**config.mk**
```make
export PLATFORM = sky130hd
export DESIGN_NAME = ec1_control_unit
export DESIGN_NICKNAME = d
export VERILOG_FILES = /design/src/rtl/ec1_control_unit.sv
export SDC_FILE = /design/constraint.sdc
export NUM_CORES = 1
export LEC_CHECK = 0
export ABC_AREA = 1
export CORE_AREA = 3 3 67 53
export CTS_CLUSTER_DIAMETER = 60
export DETAILED_ROUTE_END_ITERATION = 7
export DIE_AREA = 0 0 70 56
export GPL_TIMING_DRIVEN = 0
export PLACE_DENSITY = 0.46
export SYNTH_ARGS = -nofsm -noshare
export SYNTH_HDL_FRONTEND = slang
export SYNTH_SLANG_ARGS = --single-unit
```
**constraint.sdc**
```tcl
create_clock -name Clk -period 3.3 [get_ports Clk]
set_input_delay 0.66 -clock Clk [delete_from_list [all_inputs] [get_ports Clk]]
set_output_delay 0.66 -clock Clk [all_outputs]
set_load 0.05 [all_outputs]
```
**src/rtl/ec1_control_unit.sv**
```systemverilog
// ec1_control_unit: EC-1 sequencer FSM driving datapath strobes, with halt/state/retired-count debug taps
module ec1_control_unit #(
  parameter int ICNT_W  = 8,
  parameter int STATE_W = 3
) (
  input  logic               Clk,
  input  logic               Reset,
  input  logic [2:0]         IR75,
  input  logic               Aneq0,
  input  logic               Enter,
  output logic               IRload,
  output logic               PCload,
  output logic               INmux,
  output logic               Aload,
  output logic               JNZmux,
  output logic               Halt,
  output logic [STATE_W-1:0] State,
  output logic [ICNT_W-1:0]  InstrCnt
);
  typedef enum logic [2:0] {FETCH, DECODE, INPUT, OUTPUT, DEC, JNZ, JMP, HALT} state_t;
  state_t state_q, state_d;
  logic [ICNT_W-1:0] cnt_q;
  logic retire;
  // next state; opcodes 001..101 map to INPUT..JMP in order, 11x are NOPs
  always_comb begin
    state_d = state_q;
    case (state_q)
      FETCH:   state_d = DECODE;
      DECODE:  state_d = IR75 == 3'b000 ? HALT : IR75[2:1] == 2'b11 ? FETCH : state_t'(IR75 + 3'd1);
      INPUT:   state_d = Enter ? FETCH : INPUT;
      HALT:    state_d = HALT;
      default: state_d = FETCH;
    endcase
  end
  assign retire = (state_q == INPUT && Enter) || state_q inside {OUTPUT, DEC, JNZ, JMP}
                  || (state_q == DECODE && IR75[2:1] == 2'b11);
  // strobes are suppressed during reset so an aborted instruction leaves the datapath untouched
  assign IRload   = !Reset && state_q == FETCH;
  assign PCload   = !Reset && (state_q == FETCH || state_q == JMP || (state_q == JNZ && Aneq0));
  assign INmux    = !Reset && state_q == INPUT;
  assign Aload    = !Reset && (state_q == DEC || (state_q == INPUT && Enter));
  assign JNZmux   = !Reset && (state_q == JNZ || state_q == JMP);
  assign Halt     = state_q == HALT;
  assign State    = STATE_W'(state_q);
  assign InstrCnt = cnt_q;
  // state register and saturating retired-instruction counter
  always_ff @(posedge Clk) begin
    if (Reset) begin
      state_q <= FETCH;
      cnt_q   <= '0;
    end else begin
      state_q <= state_d;
      if (retire && !(&cnt_q)) cnt_q <= cnt_q + ICNT_W'(1);
    end
  end
endmodule

```
**Yosys cells after proc, flatten, opt, wreduce, memory -nomap -nowiden**

Index checks and enable logic that the tools add are counted.

- Output and inout bits: 17
- Word-level logic and storage cells: 37
- Register bits: 11
- Bits of input ports: 7

- Add/subtract/negate cells: 2
- Equal/unequal tests: 8
- Muxes and demuxes: 4
- Reduce and logical (&&, ||, !) cells: 21

Operators by type and width:

| operator | count |
|---|---|
| 3-bit equality test, second input constant | 4 |
| 3-bit case mux with 4 select lines | 1 |
| 1-bit logical AND | 9 |
| 8-bit by 1-bit adder with 8-bit output, second input constant | 1 |
| 8-bit AND reduction | 1 |
| 3-bit by 2-bit equality test with 1-bit output, second input constant | 2 |
| 3-bit zero test | 2 |
| 1-bit logical OR | 6 |
| 3-bit 2-to-1 mux | 2 |
| 4-bit nonzero test | 1 |
| 3-bit by 1-bit adder with 3-bit output, second input constant | 1 |
| 3-bit by 1-bit equality test with 1-bit output, second input constant | 1 |
| 2-bit equality test, second input constant | 1 |
| 1-bit zero test | 2 |
| 2-bit 2-to-1 mux | 1 |

**Logic depth before layout (Yosys ltp)**

- Depth in word-level cells: 5
- Gate-level depth with buffers: 8
- Gate-level depth less buffers: 8

**Worst setup path after synthesis**

OpenSTA, ideal clock, no wires.

- Path type: register to output
- Start: register state_q[1] (netlist: State[1])
- End: output port PCload
- Required time: 2.640 ns
- Arrival: 1.932 ns
- Buffers on the path: 0
- Stages on the path, launching flop included: 5
- Slack: 0.708 ns
- Cell sequence: dfxtp_1 inv_1 nor2_1 nand2_1 a31oi_1

- Longest elaborated chain between the ends: 4
- Elaborated cells on any way between the ends: 7
- Classes of those cells: 2 x eq/ne; 5 x reduce/logical

Ends and longest elaborated chain:

| item | RTL line | text |
|---|---|---|
| start: declaration | 21 | `state_t state_q, state_d;` |
| start signal: assignment | 52 | `state_q <= state_d;` |
| 3-bit equality test / 3-bit zero test (equally long branches) | 39 | `assign PCload = !Reset && (state_q == FETCH \|\| state_q == JMP \|\| (state_q == JNZ && Aneq0));` |
| 1-bit logical OR / 1-bit logical AND (equally long branches) | 39 |  |
| 1-bit logical OR (*) | 39 |  |
| 1-bit logical AND (*) | 39 |  |
| end: declaration | 12 | `output logic PCload,` |

Every way passes the cells marked *; elsewhere a longest branch is shown, timed or not.

**Final worst setup path**

- Start: input port Reset
- End: output port JNZmux

- Longest elaborated chain between the ends: 2

Ends and longest elaborated chain:

| item | RTL line | text |
|---|---|---|
| start: declaration | 7 | `input logic Reset,` |
| 1-bit zero test | 42 | `assign JNZmux = !Reset && (state_q == JNZ \|\| state_q == JMP);` |
| 1-bit logical AND | 42 |  |
| end: declaration | 15 | `output logic JNZmux,` |

Every way passes these cells.

==> results.sh <==
export IMPL_outcome="complete, no violations"
export IMPL_yosysSeqAreaShare=0.301
export IMPL_mapped_nets=116
export IMPL_final_setup_viol_count=0
export IMPL_hold_path_depth=2
export IMPL_final_setup_tns_ns=0
export IMPL_total_leakage_power_uw=0.000443
export IMPL_synth_distinct_cells=25
export IMPL_post_route_period_util=0.955
export IMPL_clk_pin_slew_worst_paths_ns=0.05
export IMPL_place_gp_congestion=0.783
export IMPL_global_route_overflow_total=0
export IMPL_h_tree_level_count=1
export IMPL_drt_pre_antenna_iters=4
export IMPL_grt_first_pass_wirelength_microns=3070
export IMPL_nNetsFinal=144
export IMPL_first_iter_violations=75
export IMPL_design_die_area_sq_mm=0.00392
export IMPL_start_util=0.249
export IMPL_synth_async_sr_flop_share=0
export IMPL_yosys_top_cells_count="nand2_1, nor2_1, dfxtp_1, nand3_1, inv_1"
export IMPL_number_of_antenna_violations_at_the_first_check_in_global_routing=0
export IMPL_hold_buffers=0
export IMPL_root_buffer="clkbuf_8"
export IMPL_synth_area_in_compound_gates=0.128
export IMPL_critPathRequiredTime_ns=2.64
export IMPL_vias_in_the_first_global_route=657
export IMPL_cts_buffers=3
export IMPL_final_layout_size_suffix_gt1_frac=0.133
export IMPL_area_growth_synth_to_final_pct=44.3
export IMPL_hold_viol_final=0
export IMPL_fin_util=0.360
export IMPL_cts_num_sinks=11
export IMPL_synth_top_family_by_area="simple AND/OR/NAND/NOR gates"
export IMPL_pwr_density_cell_mw_per_mm2=402
export IMPL_hold_path_class="flip-flop to flip-flop"
export IMPL_maxCapViolCount=0
export IMPL_antenna_cells_inserted=0
export IMPL_worst_case_headroom_to_the_max_slew_limit=0.666
export IMPL_chipWidth_microns=70
export IMPL_post_synth_mux_area_share=0
export IMPL_worst_slew_pin_slew_ns=0.499
export IMPL_placement_rows=17
export IMPL_synth_avg_cell_area_sq_um=6.78
export IMPL_critPathLaunchType="input port"
export IMPL_netlist_area_sq_um=732
export IMPL_worst_ir_drop_vdd_mv=0.0987
export IMPL_synth_simple_gate_area_frac=0.446
export IMPL_route_vias_total=801
export IMPL_timing_worst_setup_path_type="input port to output port"
export IMPL_maxSlewViolCount=0
export IMPL_final_critical_path_required_period_ns=3.15
export IMPL_crit_arrival_ns=2.49
export IMPL_die_height_microns=56
export IMPL_top_cells_by_area_synth="dfxtp_1, nand2_1, nand3_1"
export IMPL_reg2reg_depth=8
export IMPL_synth_top_cell_by_area="dfxtp_1"
export IMPL_fmaxAchievable_mhz=317
export IMPL_stdcell_count=173
export IMPL_rsz_0062_raised_after_global_routing="false"
export IMPL_globalRouteTotalUtil=0.0979
export IMPL_timing_clock_skew_ns=0.00303
export IMPL_synthMostInstantiatedCell="nand2_1"
export IMPL_synthDominantCellAreaShare=0.301
export IMPL_coreArea_sq_mm=0.00294
export IMPL_post_cts_setup_driven_buffer_insertion_count=0
export IMPL_path_max_fanout=10
export IMPL_clkLatencyLatePin_ns=0.24
export IMPL_remaining_drc_errors=0
export IMPL_post_drt_wl_per_cell_microns=10.4
export IMPL_yosys_register_bits=11
export IMPL_worst_setup_path_end_kind="output port"
export IMPL_place_inst=169
export IMPL_cts_repair_resize_count=0
export IMPL_buffer_ports_inserted=23
export IMPL_synthesis_yosys_warnings=0
export IMPL_netlist_instances=108
export IMPL_design_portCount=24
export IMPL_synth_enable_flop_cells=0
export IMPL_finalWirelength_microns=1810
export IMPL_max_clock_path_buffers=2
export IMPL_vias_per_cell=4.63
export IMPL_detail_route_antenna_nets=0
export IMPL_cts_tree="done"
export IMPL_detailed_place_hpwl_microns=1430
export IMPL_largest_net_degree_at_the_start_of_global_routing=11
export IMPL_post_synth_xor_area_fraction=0.0359
export IMPL_post_synthesis_adder_cell_area_fraction=0.0171
export IMPL_yosys_most_used_dff="dfxtp_1"
[layer usage]
metal	up-vias	GRT usage	wire, microns
li1	407	-	-
met1	367	0.135	913
met2	23	0.136	757
met3	4	0.0289	101
met4	0	0.0492	34
met5	-	0	0
[path summary, 6_finish.rpt]
path | from | to | slack (ns)
setup reg to reg | InstrCnt[0]$_SDFFE_PP0P_ | InstrCnt[1]$_SDFFE_PP0P_ | 1.83
hold / removal | InstrCnt[4]$_SDFFE_PP0P_ | InstrCnt[4]$_SDFFE_PP0P_ | 0.51
setup / recovery | Reset | JNZmux | 0.15
hold reg to reg | InstrCnt[4]$_SDFFE_PP0P_ | InstrCnt[4]$_SDFFE_PP0P_ | 0.51
[per-stage QoR]
stage	instance area, sq um	hold slack, ns	total power, uW	setup WS, ns
6_report	1060	0.513	424	0.148
5_1_grt	1060	0.533	449	0.0550
4_1_cts	1060	0.516	431	0.155
3_5_place_dp	1010	0.509	292	0.154
3_3_place_gp	1010	0.504	293	0.133
2_1_floorplan	732	0.709	247	0.708
[critical path: stages]
cell and delay [ns]:
clkdlybuf4s50_1 0.52, clkbuf_1 0.29, a21oi_1 0.19, clkdlybuf4s50_1 0.82
[flip-flops by register name, indices dropped and copies added, names as in the netlist]
signal    flops
State         3
InstrCnt      8
[power by group]
group	switching [uW]	total, uW	internal, uW
Sequential	12.3	153	141
Combinational	90.0	136	46.0
Clock	51.9	135	83.0
Total	154	424	270
[kinds of logic after synthesis]
family,count (synthesis)
and+or+nand+nor,63
buffers and inverters,14
DFF,11
xor gates and xnor gates,3
AOI/OAI and AO/OA,16
adders and majority gates,1
[layout by cell type (no fill, tap or decap), drive strengths merged]
cell	netlist	layout
nand3b	2	2
nand2	28	28
clkdlybuf4s50	0	23
nor2	16	16
dfxtp	11	11
nand3	14	14
o21ai	2	2
xor2	1	1
a21oi	11	11
clkbuf	1	4
a211oi	1	1
clkinv	0	1
a31oi	1	1
xnor2	2	2
nand4	2	2
ha	1	1
o31ai	1	1
inv	13	13
nor3	1	1
[area by class of cell]
cell class,count,area (sq um)
repair buffers,23,230
inverters,13,48.8
plain buffers,1,3.75
well taps,38,47.5
clock buffers,3,41.3
fillers,310,1880
flip-flops and latches,11,220
clock inverters,1,5.00
multi-input cells,83,459
No activity file was read; power rests on OpenSTA's default activity.
